--- src/rtl/apb_uart_master.sv ---
// apb_uart_master: APB initiator that converts single host register commands
// (valid/ready) into APB SETUP/ACCESS transfers, bounds each PREADY wait with a
// timeout, and returns read data and error status on a backpressured response port.
module apb_uart_master #(
    parameter int DATA_WIDTH = 8,
    parameter int ADDR_WIDTH = 10,
    parameter int TIMEOUT    = 16
) (
    input  logic                  PCLK_i,
    input  logic                  PRESETn_i,
    // host command port
    input  logic                  cmd_valid_i,
    output logic                  cmd_ready_o,
    input  logic                  cmd_write_i,
    input  logic [ADDR_WIDTH-1:0] cmd_addr_i,
    input  logic [DATA_WIDTH-1:0] cmd_wdata_i,
    // host response port
    output logic                  rsp_valid_o,
    input  logic                  rsp_ready_i,
    output logic [DATA_WIDTH-1:0] rsp_rdata_o,
    output logic                  rsp_err_o,
    output logic                  rsp_timeout_o,
    // APB initiator
    output logic                  PSEL_o,
    output logic                  PENABLE_o,
    output logic                  PWRITE_o,
    output logic [ADDR_WIDTH-1:0] PADDR_o,
    output logic [DATA_WIDTH-1:0] PWDATA_o,
    input  logic [DATA_WIDTH-1:0] PRDATA_i,
    input  logic                  PREADY_i,
    input  logic                  PSLVERR_i
);

    localparam int CNT_W = $clog2(TIMEOUT + 1);
    // Wait-counter value seen in the last ACCESS cycle allowed before abort.
    localparam logic [CNT_W-1:0] CNT_LAST = CNT_W'(TIMEOUT - 1);

    typedef enum logic [1:0] {
        IDLE   = 2'd0,
        SETUP  = 2'd1,
        ACCESS = 2'd2,
        RESP   = 2'd3
    } state_t;

    state_t                state_reg, state_next;
    logic [CNT_W-1:0]      cnt_reg, cnt_next;
    logic                  cmd_ready_reg, cmd_ready_next;
    logic                  psel_reg, psel_next;
    logic                  penable_reg, penable_next;
    logic                  pwrite_reg, pwrite_next;
    logic [ADDR_WIDTH-1:0] paddr_reg, paddr_next;
    logic [DATA_WIDTH-1:0] pwdata_reg, pwdata_next;
    logic                  rsp_valid_reg, rsp_valid_next;
    logic [DATA_WIDTH-1:0] rsp_rdata_reg, rsp_rdata_next;
    logic                  rsp_err_reg, rsp_err_next;
    logic                  rsp_timeout_reg, rsp_timeout_next;

    // State and output registers; reset discards any in-flight transfer or response.
    always_ff @(posedge PCLK_i) begin
        if (!PRESETn_i) begin
            state_reg       <= IDLE;
            cnt_reg         <= '0;
            cmd_ready_reg   <= 1'b0;
            psel_reg        <= 1'b0;
            penable_reg     <= 1'b0;
            pwrite_reg      <= 1'b0;
            paddr_reg       <= '0;
            pwdata_reg      <= '0;
            rsp_valid_reg   <= 1'b0;
            rsp_rdata_reg   <= '0;
            rsp_err_reg     <= 1'b0;
            rsp_timeout_reg <= 1'b0;
        end else begin
            state_reg       <= state_next;
            cnt_reg         <= cnt_next;
            cmd_ready_reg   <= cmd_ready_next;
            psel_reg        <= psel_next;
            penable_reg     <= penable_next;
            pwrite_reg      <= pwrite_next;
            paddr_reg       <= paddr_next;
            pwdata_reg      <= pwdata_next;
            rsp_valid_reg   <= rsp_valid_next;
            rsp_rdata_reg   <= rsp_rdata_next;
            rsp_err_reg     <= rsp_err_next;
            rsp_timeout_reg <= rsp_timeout_next;
        end
    end

    // Next-state and next-output logic; every register holds unless its state updates it.
    always_comb begin
        state_next       = state_reg;
        cnt_next         = cnt_reg;
        cmd_ready_next   = cmd_ready_reg;
        psel_next        = psel_reg;
        penable_next     = penable_reg;
        pwrite_next      = pwrite_reg;
        paddr_next       = paddr_reg;
        pwdata_next      = pwdata_reg;
        rsp_valid_next   = rsp_valid_reg;
        rsp_rdata_next   = rsp_rdata_reg;
        rsp_err_next     = rsp_err_reg;
        rsp_timeout_next = rsp_timeout_reg;

        case (state_reg)
            IDLE: begin
                // cmd_ready is registered, so the first IDLE cycle after reset
                // only raises it; acceptance needs the handshake to be visible.
                cmd_ready_next = 1'b1;
                if (cmd_valid_i && cmd_ready_reg) begin
                    cmd_ready_next = 1'b0;
                    pwrite_next    = cmd_write_i;
                    paddr_next     = cmd_addr_i;
                    pwdata_next    = cmd_wdata_i;
                    psel_next      = 1'b1;
                    state_next     = SETUP;
                end
            end
            SETUP: begin
                penable_next = 1'b1;
                cnt_next     = '0;
                state_next   = ACCESS;
            end
            ACCESS: begin
                // Completion wins over timeout when both land in the same cycle.
                if (PREADY_i) begin
                    rsp_rdata_next   = pwrite_reg ? '0 : PRDATA_i;
                    rsp_err_next     = PSLVERR_i;
                    rsp_timeout_next = 1'b0;
                    psel_next        = 1'b0;
                    penable_next     = 1'b0;
                    rsp_valid_next   = 1'b1;
                    state_next       = RESP;
                end else if (cnt_reg == CNT_LAST) begin
                    rsp_rdata_next   = '0;
                    rsp_err_next     = 1'b1;
                    rsp_timeout_next = 1'b1;
                    psel_next        = 1'b0;
                    penable_next     = 1'b0;
                    rsp_valid_next   = 1'b1;
                    state_next       = RESP;
                end else begin
                    cnt_next = cnt_reg + 1'b1;
                end
            end
            RESP: begin
                if (rsp_ready_i) begin
                    rsp_valid_next = 1'b0;
                    cmd_ready_next = 1'b1;
                    state_next     = IDLE;
                end
            end
            default: begin
                state_next = IDLE;
            end
        endcase
    end

    assign cmd_ready_o   = cmd_ready_reg;
    assign PSEL_o        = psel_reg;
    assign PENABLE_o     = penable_reg;
    assign PWRITE_o      = pwrite_reg;
    assign PADDR_o       = paddr_reg;
    assign PWDATA_o      = pwdata_reg;
    assign rsp_valid_o   = rsp_valid_reg;
    assign rsp_rdata_o   = rsp_rdata_reg;
    assign rsp_err_o     = rsp_err_reg;
    assign rsp_timeout_o = rsp_timeout_reg;

endmodule

--- config.mk ---
export PLATFORM = sky130hd
export DESIGN_NAME = apb_uart_master
export DESIGN_NICKNAME = d
export VERILOG_FILES = /design/src/rtl/apb_uart_master.sv
export SDC_FILE = /design/constraint.sdc
export NUM_CORES = 1
export LEC_CHECK = 0
export ABC_AREA = 1
export CORE_UTILIZATION = 42
export CTS_CLUSTER_SIZE = 40
export DETAILED_ROUTE_END_ITERATION = 8
export GPL_ROUTABILITY_DRIVEN = 1
export PLACE_DENSITY = 0.78
export SLEW_MARGIN = 25
export SYNTH_ARGS = -nofsm -noshare
export SYNTH_HDL_FRONTEND = slang
export SYNTH_SLANG_ARGS = --single-unit
--- constraint.sdc ---
create_clock -name PCLK_i -period 2.09 [get_ports PCLK_i]
set_clock_uncertainty 0.15 [all_clocks]
set_input_delay 0.3135 -clock PCLK_i [delete_from_list [all_inputs] [get_ports PCLK_i]]
set_output_delay 0.3135 -clock PCLK_i [all_outputs]
set_load 0.03 [all_outputs]
# Yosys cells after proc, flatten, opt, wreduce, memory -nomap -nowiden
# Index checks and enable logic that the tools add are counted.
# word_totals
ff_bits,40
# classes
addsub,1
eq_ne,9
mux,25
n_reduce_logical,15
# ops
operator,n
$mux W8,3
$reduce_and A3 Y1,4
$mux W1,10
$mux W5,2
$pmux W5 S2,1
$reduce_bool A2 Y1,5
$mux W2,4
$ne A2 B2 Y1 const B,4
$pmux W1 S2,4
$pmux W2 S4,1
$reduce_and A2 Y1,4
$add A5 B1 Y5 const B,1
$eq A5 B4 Y1 const B,1
$eq A2 B2 Y1 const B,2
$ne A3 B3 Y1 const B,1
$eq A2 B1 Y1 const B,1
$logic_not A2 Y1,1
$logic_and A1 B1 Y1,1

# Logic depth before layout (Yosys ltp)
# depth
ltp_word,4
ltp_mapped,11
mapped_depth_nobuf,10

# Worst setup path after synthesis
# OpenSTA, ideal clock, no wires.
# synth_timing
path_kind,reg2reg
startpoint,reg cnt_reg[0]
endpoint,reg cnt_reg[3]
t_arrival_ps,1343
t_required_ps,1825
setup_slack_ps,482
stages_incl_launch_ff,12
synth_period_minus_slack_ps,1608
path_cell_list,dfxtp_1 -> ha_1 -> inv_1 -> nor2_1 -> ha_1 -> nor2_2 -> nand2_1 -> buf_6 -> nand2_4 -> nand3_1 -> nand2_1 -> nor2_1
# synth_via
elab_chain_len,4
word_cells_on_any_way,7
classes_between,add/sub (1); eq/ne (2); mux (3); reduce/logical (1)
# synth_rtl
element,line,text
"start, declared",46,"logic [CNT_W-1:0] cnt_reg, cnt_next;"
"start signal, assigned",75,cnt_reg <= cnt_next;
$add A5 B1 Y5,142,cnt_next = cnt_reg + 1'b1;
$mux W5,133,end else if (cnt_reg == CNT_LAST) begin
$mux W5,125,if (PREADY_i) begin
$pmux W5 S2,104,case (state_reg)
# Several ways; a longest one is shown, not always the timed one. The select of a mux whose other input is x is not followed.
# A chain may end at the register's enable or synchronous reset.

# Worst setup path in the final report
# layout_timing
startpoint,reg cmd_ready_reg (netlist: cmd_ready_o)
endpoint,out cmd_ready_o
# layout_lines
element,line,text
"start, declared",47,"logic cmd_ready_reg, cmd_ready_next;"
"start signal, assigned",76,cmd_ready_reg <= cmd_ready_next;
"end, declared",13,"output logic cmd_ready_o,"
# No word-level cell between the ends.

==> flow_summary.yaml <==
routing:
  postRouteAntennaNets: 0
  dr_total_vias: 1598
  drc_errors: 0
  wl_per_cell_um: 11.86
  routed_via_density: 4.799
  initialDrtViolationCount: 44
  routed_wl_mm: 3.951
  drtPass1Iterations: 4
flow_run:
  drv_cap: 0
clock_network:
  cts_buffer_depth: 2
  ctsHoldBuffers: 0
  cts-buffers-inserted: 5
  root_buffer: "clkbuf_8"
  clkSlewWorstSetupHoldPaths_ns: 0.07
  clk_latency_ns: 0.29
  clock_sinks: 40
  cts_tree: "done"
  htreeDepth: 2
critical_path:
  crit_chain: "clkdlybuf4s50_1"
  crit_required_ns: 1.63
  r2r_start: "cnt_reg[0]"
  r2r_cells: 8
  r2r_end: "cnt_reg[4]"
  arrival_ns: 1.37
  critPathLaunchType: "flip-flop"
  cp_max_fo: 4
  path_depth: 1
  cp_slowest_cell: "clkdlybuf4s50_1"
  endpoint_kind: "output pin"
  r2r_setup_slack_ns: 0.26
  critPathMaxStageDelay_ns: 0.69
  setup.worst_path.start: "cmd_ready_o"
  endpoint: "cmd_ready_o"
  path_buf_inv: 1
  crit_type: "flip-flop to output pin"
  path_delay_family: "buffers and inverters"
synthesis:
  async_flop_share_pct: 0
  synth_most_common_cell: "nand2_1"
  postSynthCellCount: 214
  synthDistinctLibCells: 23
  ys_seq_area_share_pct: 48.85
  yosys_warnings: 0
  synth_edf_count: 0
  yosysTopAreaCell: "dfxtp_1"
  synth-main-ff-cell: "dfxtp_1"
  synth.area.top_cells: "dfxtp_1, nand2_1, a21oi_1"
  synth_fp_nets: 253
  ys_top_cells_by_count: "nand2_1, dfxtp_1, a21oi_1"
  post_synth.cell_area_avg_um2: 7.659
  yosysTopAreaCellShare_pct: 48.85
  synth_seq_cells: 40
  synthesis.area_um2: 1639
global_route:
  antenna_found_initial: 0
  busiest_layer: "met2"
  grt.met2_usage_pct: 34.47
  grt_max_degree: 20
  grt_pass1_wl_mm: 6.520
  grt_pass1_vias: 1485
  grt_use_met1_pct: 23.96
  grt_overflow: 0
  gr-usage-met3_pct: 6.866
  track_usage_pct: 20.64
placed_design:
  place_inst: 325
  place_ws_ns: 0.1626
  gp_congestion: 0.7457
  post-dp-hpwl_mm: 2.944
  placement.io_buffers: 65
timing:
  tightest_slew_ns: 0.4278
  finalCritPeriodShare_pct: 87.88
  min_period_ns: 1.837
  fin_hold_ws_ns: 0.3126
  maxClockFrequency_mhz: 544.5
  maxSlewViolCount: 0
  maxSlewHeadroom_pct: 71.45
  fin_setup_tns_ns: 0
  rsz0062_at_grt: "no"
  layout_setup_ws_ns: 0.2534
  finalSetupViolCount: 0
  hold_viol: 0
die:
  start_util_pct: 44.44
  fp.dieArea_um2: 4156
  fp.coreArea_um2: 3689
  die_x_um: 64.47
  io_pins: 66
  die_h_um: 64.47
  row_count: 22
final_layout:
  final_nets: 323
  area.sequential_um2: 800.8
  n_antenna_cell: 0
  final_util_pct: 65.98
  layout-drive-gt1-share_pct: 8.070
  final_cells: 333
  syn_to_final_growth_pct: 48.47
  fillerInstances: 333
  multi_input_area_um2: 745.7
  largest_reg_flops: 10
power:
  vdd_ir_drop_max_mv: 0.6381
  switching_power_mw: 0.9363
  internal_power_mw: 1.540
  swShare_pct: 37.82
  power_frac_comb_pct: 40.5
  p_leak_nw: 0.9695
  power_density_nw_per_um2: 1017
  seqPwrFrac_pct: 38.5
  clock_power_share_pct: 21.0
min_path:
  hold_class: "flip-flop to flip-flop"
run_status:
  outcome: "complete, no violations"
how the worst min path moves through the flow:
stage / start / to / slack, ns / depth (start not counted)
after floorplan: PRDATA_i[0] / rsp_rdata_o[0] / 0.30 / 2
after global placement: PWDATA_o[2] / PWDATA_o[2] / 0.30 / 2
after detailed placement: PWDATA_o[2] / PWDATA_o[2] / 0.30 / 2
after CTS: PWDATA_o[2] / PWDATA_o[2] / 0.32 / 2
after global routing: PWDATA_o[1] / PWDATA_o[1] / 0.34 / 2
final: PWDATA_o[2] / PWDATA_o[2] / 0.31 / 2
logic make-up after synthesis:
group,count (synthesis),share of synthesized area [%]
DFF,40,48.86
and+or+nand+nor,112,29.24
buffers and inverters,20,5.801
adders and majority gates,6,4.580
AOI/OAI and AO/OA,36,11.53
power by group through the flow:
stage,clock [mW],sequential [mW],combinational [mW]
after floorplan,0,1.15,0.463
after global placement,0,0.967,0.983
after detailed placement,0,0.972,0.994
after CTS,0.534,0.956,1.00
after global routing,0.558,0.969,1.11
final,0.520,0.954,1.00
through the flow:
| stage | instance area (um^2) | total power, mW |
|---|---|---|
| global placement | 2341 | 1.950 |
| global route | 2434 | 2.636 |
| CTS | 2431 | 2.492 |
| finish | 2434 | 2.476 |
| floorplan | 1639 | 1.616 |
| detailed placement | 2341 | 1.966 |
cell type report:
cell class	instances	share of cell area, %
flip-flops and latches	40	32.90
multi-input cells	154	30.64
repair buffers	70	28.28
clock buffers	8	3.702
well taps	48	2.468
inverters	13	2.005
what timing repair did:
action	CTS	global route
endpoints found under the hold margin	0	0
buffers inserted	0	0
endpoints found under the setup margin	0	2
gates resized for setup	0	1
layer usage:
metal	vias to the layer above	wire, um
met5	-	0
met4	0	46
met3	4	175
met2	30	1980
met1	734	1749
li1	830	-
cells in the final DEF (no fill, tap or decap), types with 2 or more instances in the layout:
cell / synthesis / routed
inv_1: 9 / 9
inv_2: 4 / 4
buf_4: 1 / 5
nand3_2: 2 / 2
nor2_1: 10 / 10
dfxtp_1: 40 / 40
nand3_1: 20 / 20
nand2_1: 73 / 72
clkbuf_1: 1 / 2
nor2_2: 3 / 3
clkbuf_8: 0 / 6
o21ai_0: 3 / 3
clkdlybuf4s50_1: 0 / 65
a21oi_1: 30 / 30
ha_1: 6 / 6
(Power assumes the default switching activity.)
